$ cat config.mk
export PLATFORM = sky130hd
export DESIGN_NAME = quad_gear_input
export DESIGN_NICKNAME = d
export VERILOG_FILES = /design/src/rtl/quad_gear_input.sv
export SDC_FILE = /design/constraint.sdc
export NUM_CORES = 1
export LEC_CHECK = 0
export BUFFER_PORTS_ARGS = -buffer_cell sky130_fd_sc_hd__buf_2
export CORE_MARGIN = 2
export CORE_UTILIZATION = 32
export CTS_CLUSTER_DIAMETER = 30
export DETAILED_ROUTE_END_ITERATION = 12
export PLACE_DENSITY = 0.53
export RECOVER_POWER = 25
export SLEW_MARGIN = 10
export SYNTH_ARGS = -nofsm -noshare
export SYNTH_HDL_FRONTEND = slang
export SYNTH_SLANG_ARGS = --single-unit
$ cat constraint.sdc
create_clock -name clk_sys -period 6.1 [get_ports clk_sys]
set_input_delay 0.305 -clock clk_sys [delete_from_list [all_inputs] [get_ports clk_sys]]
set_output_delay 0.305 -clock clk_sys [all_outputs]
set_load 0.005 [all_outputs]
$ cat src/rtl/quad_gear_input.sv
// quad_gear_input
// Multi-channel driver-control front end for the arcade cores.
// Each player's digital left/right request becomes a two-phase quadrature
// steering signal stepped at a programmable rate. Each player also gets a
// saturating gear selector that is driven by edge-detected up/down buttons.
//
// Ports:
//   clk_sys      single clock for all logic
//   reset        asynchronous, active-high reset
//   clkdiv       quadrature step period in clk_sys cycles (0 behaves as 1)
//   left/right   per-channel steer requests
//   gearup/down  per-channel shift buttons
//   gear_clr     per-channel synchronous return to gear 0
//   steer_a/b    per-channel quadrature phases A/B
//   gear_onehot  per-channel one-hot gear, NUM_GEARS bits per channel
//   gear_num     per-channel binary gear index, GW bits per channel
module quad_gear_input #(
  parameter int CHANNELS  = 2,
  parameter int DIV_WIDTH = 16,
  parameter int NUM_GEARS = 4,
  localparam int GW       = $clog2(NUM_GEARS)
) (
  input  logic                          clk_sys,
  input  logic                          reset,
  input  logic [DIV_WIDTH-1:0]          clkdiv,
  input  logic [CHANNELS-1:0]           left,
  input  logic [CHANNELS-1:0]           right,
  input  logic [CHANNELS-1:0]           gearup,
  input  logic [CHANNELS-1:0]           geardown,
  input  logic [CHANNELS-1:0]           gear_clr,
  output logic [CHANNELS-1:0]           steer_a,
  output logic [CHANNELS-1:0]           steer_b,
  output logic [CHANNELS*NUM_GEARS-1:0] gear_onehot,
  output logic [CHANNELS*GW-1:0]        gear_num
);

  localparam logic [GW-1:0] TOP_GEAR = GW'(NUM_GEARS - 1);

  logic [DIV_WIDTH-1:0] cnt_q, cnt_d;
  logic [DIV_WIDTH-1:0] cmp_val;
  logic                 tick;

  logic [1:0]           phase_q  [CHANNELS];
  logic [1:0]           phase_d  [CHANNELS];
  logic [GW-1:0]        gear_q   [CHANNELS];
  logic [GW-1:0]        gear_d   [CHANNELS];
  logic [NUM_GEARS-1:0] onehot_q [CHANNELS];
  logic [NUM_GEARS-1:0] onehot_d [CHANNELS];
  logic [CHANNELS-1:0]  up_prev_q, up_prev_d;
  logic [CHANNELS-1:0]  dn_prev_q, dn_prev_d;

  // Shared prescaler. Using >= rather than == means a clkdiv that shrinks
  // below the running count just ticks on the next edge instead of wrapping
  // all the way around the counter.
  always_comb begin
    cmp_val = (clkdiv == '0) ? '0 : clkdiv - DIV_WIDTH'(1);
    tick    = (cnt_q >= cmp_val);
    cnt_d   = tick ? '0 : cnt_q + DIV_WIDTH'(1);
  end

  // Quadrature stepping in Gray order 00->01->11->10 (right) or the reverse
  // (left); conflicting or absent requests hold the phase.
  always_comb begin
    for (int c = 0; c < CHANNELS; c++) begin
      phase_d[c] = phase_q[c];
      if (tick) begin
        if (right[c] && !left[c]) begin
          phase_d[c] = {phase_q[c][0], ~phase_q[c][1]};
        end else if (left[c] && !right[c]) begin
          phase_d[c] = {~phase_q[c][0], phase_q[c][1]};
        end
      end
    end
  end

  // Gear selector. The button history always follows the buttons, even while
  // gear_clr is masking them, so a button held across a clear never shifts.
  always_comb begin
    up_prev_d = gearup;
    dn_prev_d = geardown;
    for (int c = 0; c < CHANNELS; c++) begin
      gear_d[c] = gear_q[c];
      if (gear_clr[c]) begin
        gear_d[c] = '0;
      end else if ((gearup[c] && !up_prev_q[c]) && (geardown[c] && !dn_prev_q[c])) begin
        gear_d[c] = gear_q[c];
      end else if (gearup[c] && !up_prev_q[c]) begin
        if (gear_q[c] != TOP_GEAR) gear_d[c] = gear_q[c] + GW'(1);
      end else if (geardown[c] && !dn_prev_q[c]) begin
        if (gear_q[c] != '0) gear_d[c] = gear_q[c] - GW'(1);
      end
      for (int g = 0; g < NUM_GEARS; g++) begin
        onehot_d[c][g] = (gear_d[c] == GW'(g));
      end
    end
  end

  // State registers. Button history resets high so that a button already
  // pressed when reset releases is not seen as a fresh press.
  always_ff @(posedge clk_sys or posedge reset) begin
    if (reset) begin
      cnt_q     <= '0;
      up_prev_q <= '1;
      dn_prev_q <= '1;
      for (int c = 0; c < CHANNELS; c++) begin
        phase_q[c]  <= 2'b00;
        gear_q[c]   <= '0;
        onehot_q[c] <= NUM_GEARS'(1);
      end
    end else begin
      cnt_q     <= cnt_d;
      up_prev_q <= up_prev_d;
      dn_prev_q <= dn_prev_d;
      for (int c = 0; c < CHANNELS; c++) begin
        phase_q[c]  <= phase_d[c];
        gear_q[c]   <= gear_d[c];
        onehot_q[c] <= onehot_d[c];
      end
    end
  end

  // Flatten per-channel registers onto the output buses.
  always_comb begin
    steer_a     = '0;
    steer_b     = '0;
    gear_onehot = '0;
    gear_num    = '0;
    for (int c = 0; c < CHANNELS; c++) begin
      steer_a[c]                          = phase_q[c][1];
      steer_b[c]                          = phase_q[c][0];
      gear_onehot[c*NUM_GEARS +: NUM_GEARS] = onehot_q[c];
      gear_num[c*GW +: GW]                = gear_q[c];
    end
  end

endmodule

==> results.sh <==
export IMPL_routedWlPerCell_um=11.39
export IMPL_netlist_area_um2=2306
export IMPL_floorplan_initialDensity_pct=33.57
export IMPL_vias=1795
export IMPL_setup_ws_ps=2832
export IMPL_grt_remaining_overflow=0
export IMPL_synth_top_area_share_pct=32.56
export IMPL_nFillCells=706
export IMPL_synth_seq_cells=36
export IMPL_report_power_total_w=0.0008971
export IMPL_cts_setup_buffers=0
export IMPL_rsz0062_at_grt="false"
export IMPL_whs_path_depth=1
export IMPL_clk_pin_slew_ps=70
export IMPL_drc=0
export IMPL_synth_edff_count=0
export IMPL_fin_nets=344
export IMPL_regToRegStartpoint="cnt_q[13]"
export IMPL_tightest_slew_ps=1934
export IMPL_timing_critical_path_cells="buf_2 -> or3_1 -> or2_1 -> or3_1 -> and2_1 -> ha_1 -> nand2b_1 -> a2111oi_0 -> o32a_2 -> a21oi_2 -> mux2_1"
export IMPL_tns_ps=0
export IMPL_hp_class="input pin to flop"
export IMPL_cts_buffers=5
export IMPL_clockBufferDepth=2
export IMPL_clk_latency_ps=280
export IMPL_cts_max_level=2
export IMPL_timing_hold_violations_final=0
export IMPL_grtUsageTotal_pct=12.57
export IMPL_slowest_stage="a2111oi_0"
export IMPL_worstPathRequired_ps=6270
export IMPL_critPathKind="input pin to flop"
export IMPL_setup_violations=0
export IMPL_fmax_ghz=0.3060
export IMPL_syn_nets=297
export IMPL_rrSetupSlack_ps=3830
export IMPL_ys_types=45
export IMPL_wl_um=4464
export IMPL_port_buffer_count=43
export IMPL_ios=44
export IMPL_worstPathMaxFanout=16
export IMPL_grt_pass1_vias=1774
export IMPL_design_area_um2=2743
export IMPL_grt_max_degree=37
export IMPL_final_common_cell="buf_2"
export IMPL_row_count=30
export IMPL_irDropWorstVdd_mv=0.1386
export IMPL_drive_gt1_share_pct=20.61
export IMPL_p_leak_nw=1.322
export IMPL_die_area_um2=7901
export IMPL_maxSlewViolCount=37
export IMPL_violations="capacitance limit, slew limit"
export IMPL_antenna_found_initial=0
export IMPL_synthArstFlopShare_pct=100.0
export IMPL_yosysWarningCount=0
export IMPL_fin_skew_ps=5.552
export IMPL_end_kind="flop"
export IMPL_power_density_nw_per_um2=327.1
export IMPL_ys_seq_area_share_pct=39.39
export IMPL_synthCells=248
export IMPL_die_y_um=88.89
export IMPL_area_growth_pct=18.94
export IMPL_final_antenna_net_count=0
export IMPL_first_iter_violations=49
export IMPL_timing_rr_end="steer_b[0]"
export IMPL_antenna_cells=0
export IMPL_place_area_um2=2624
export IMPL_layout_min_cycle_time_ps=3268
export IMPL_drt_pass1_iter_count=4
export IMPL_slew_headroom_pct=-28.94
export IMPL_crit_path_frequent_cell="or3_1"
export IMPL_postSynthAreaPerCell_um2=9.298
export IMPL_status="complete, but fails checks"
export IMPL_gp_congestion=0.7796
export IMPL_final_cell_mix="buf_2 (40), nor2_1 (31), nand2_1 (31)"
export IMPL_ff2ff_path_depth=6
export IMPL_place_hpwl_um=3397
export IMPL_vias_per_cell=4.579
export IMPL_synth_area_leaders="dfrtp_1 (33%), ha_1 (11%), dfstp_2 (6.8%)"
export IMPL_clock_sinks=36
export IMPL_min_to="dn_prev_q[0]"
export IMPL_synth_ff_type="dfrtp_1"
export IMPL_min_from="geardown[0]"
export IMPL_pre_cts_slack_ps=2545
export IMPL_cp_start_kind="input pin"
export IMPL_root_buffer="clkbuf_8"
export IMPL_post_cts_resized=0
export IMPL_cts_tree="built"
export IMPL_cts_hold_buf=0
export IMPL_die_x_um=88.89
export IMPL_coreArea_um2=6869
export IMPL_maxCapViolCount=1
export IMPL_arrival_ps=3440
export IMPL_grt_pass1_wl_um=7790
export IMPL_max_stage_delay_ps=530
export IMPL_fin_crit_sh_pct=53.57
export IMPL_yosys_area_top_type="dfrtp_1"
export IMPL_holdWs_ps=106.4
layer usage:
metal / global-route usage (%) / vias up / share of wire (%)
li1: - / 948 / -
met1: 16.73 / 792 / 50
met2: 20.42 / 49 / 44
met3: 3.232 / 6 / 5.5
met4: 3.306 / 0 / 1.0
met5: 0 / - / 0
critical path: cells and delay by family:
kind / cells / cell delay, ps
AND/OR/NAND/NOR: 5 / 1510
AO/OA/AOI/OAI: 3 / 910
multiplexers: 1 / 340
adder cells (fa/ha/maj): 1 / 260
buffers and inverters: 1 / 110
flip-flops by register name (all words and copies together) (netlist names):
signal / flops
steer_a: 2
gear_onehot: 8
up_prev_q: 2
gear_num: 4
dn_prev_q: 2
cnt_q: 16
steer_b: 2
synth_stat cells (all sizes together) (2+ instances only):
library cell and number:
nor4 2, buf 3, nand2b 6, and3 3, or2 2, nor2b 5
mux2 4, nand3 7, ha 21, xor2 16, o21ai 8, nand4 8
a211oi 2, inv 10, dfrtp 30, nor3 6, a211o 2, a31oi 2
xnor2 14, dfstp 6, nor2 31, or3 3, nand2 32, a21oi 7
and2 3
cell families after synthesis:
| group | Yosys count | synth area share (%) |
|---|---|---|
| AOI/OAI and AO/OA | 31 | 9.171 |
| buffers and inverters | 14 | 2.713 |
| adders and majority gates | 22 | 11.83 |
| DFF | 36 | 39.39 |
| xor gates and xnor gates | 30 | 11.39 |
| muxes | 4 | 1.953 |
| and+or+nand+nor | 111 | 23.55 |
final cells by class:
class	count	area, µm²	share of cell area, %
clock buffers	7	96.34	3.513
clock inverters	1	30.03	1.095
inverters	10	37.54	1.369
multi-input cells	198	1335	48.68
flip-flops and latches	36	908.4	33.12
well taps	96	120.1	4.380
repair buffers	44	215.2	7.847
report_power, final:
part	switching, W	internal (W)	total, W
Combinational	0.000141	0.000137	0.000278
Clock	0.0000840	0.000144	0.000228
Sequential	0.0000800	0.000311	0.000391
how the worst max path moves through the flow:
| stage | start | end | slack, ps |
|---|---|---|---|
| after floorplan | clkdiv[13] | steer_a[0] | 3030 |
| after global placement | clkdiv[13] | steer_a[1] | 2630 |
| after detailed placement | clkdiv[13] | steer_b[0] | 2540 |
| after CTS | clkdiv[13] | steer_b[0] | 2850 |
| after global routing | clkdiv[13] | steer_b[0] | 2640 |
| final | clkdiv[13] | steer_b[0] | 2830 |
metrics by stage:
step	utilization, %	std cells
after CTS	40.04	392
final	39.93	392
after detailed placement	38.20	384
after floorplan	-	248
after global routing	39.93	392
after global placement	38.20	384
(Power assumes the default switching activity.)
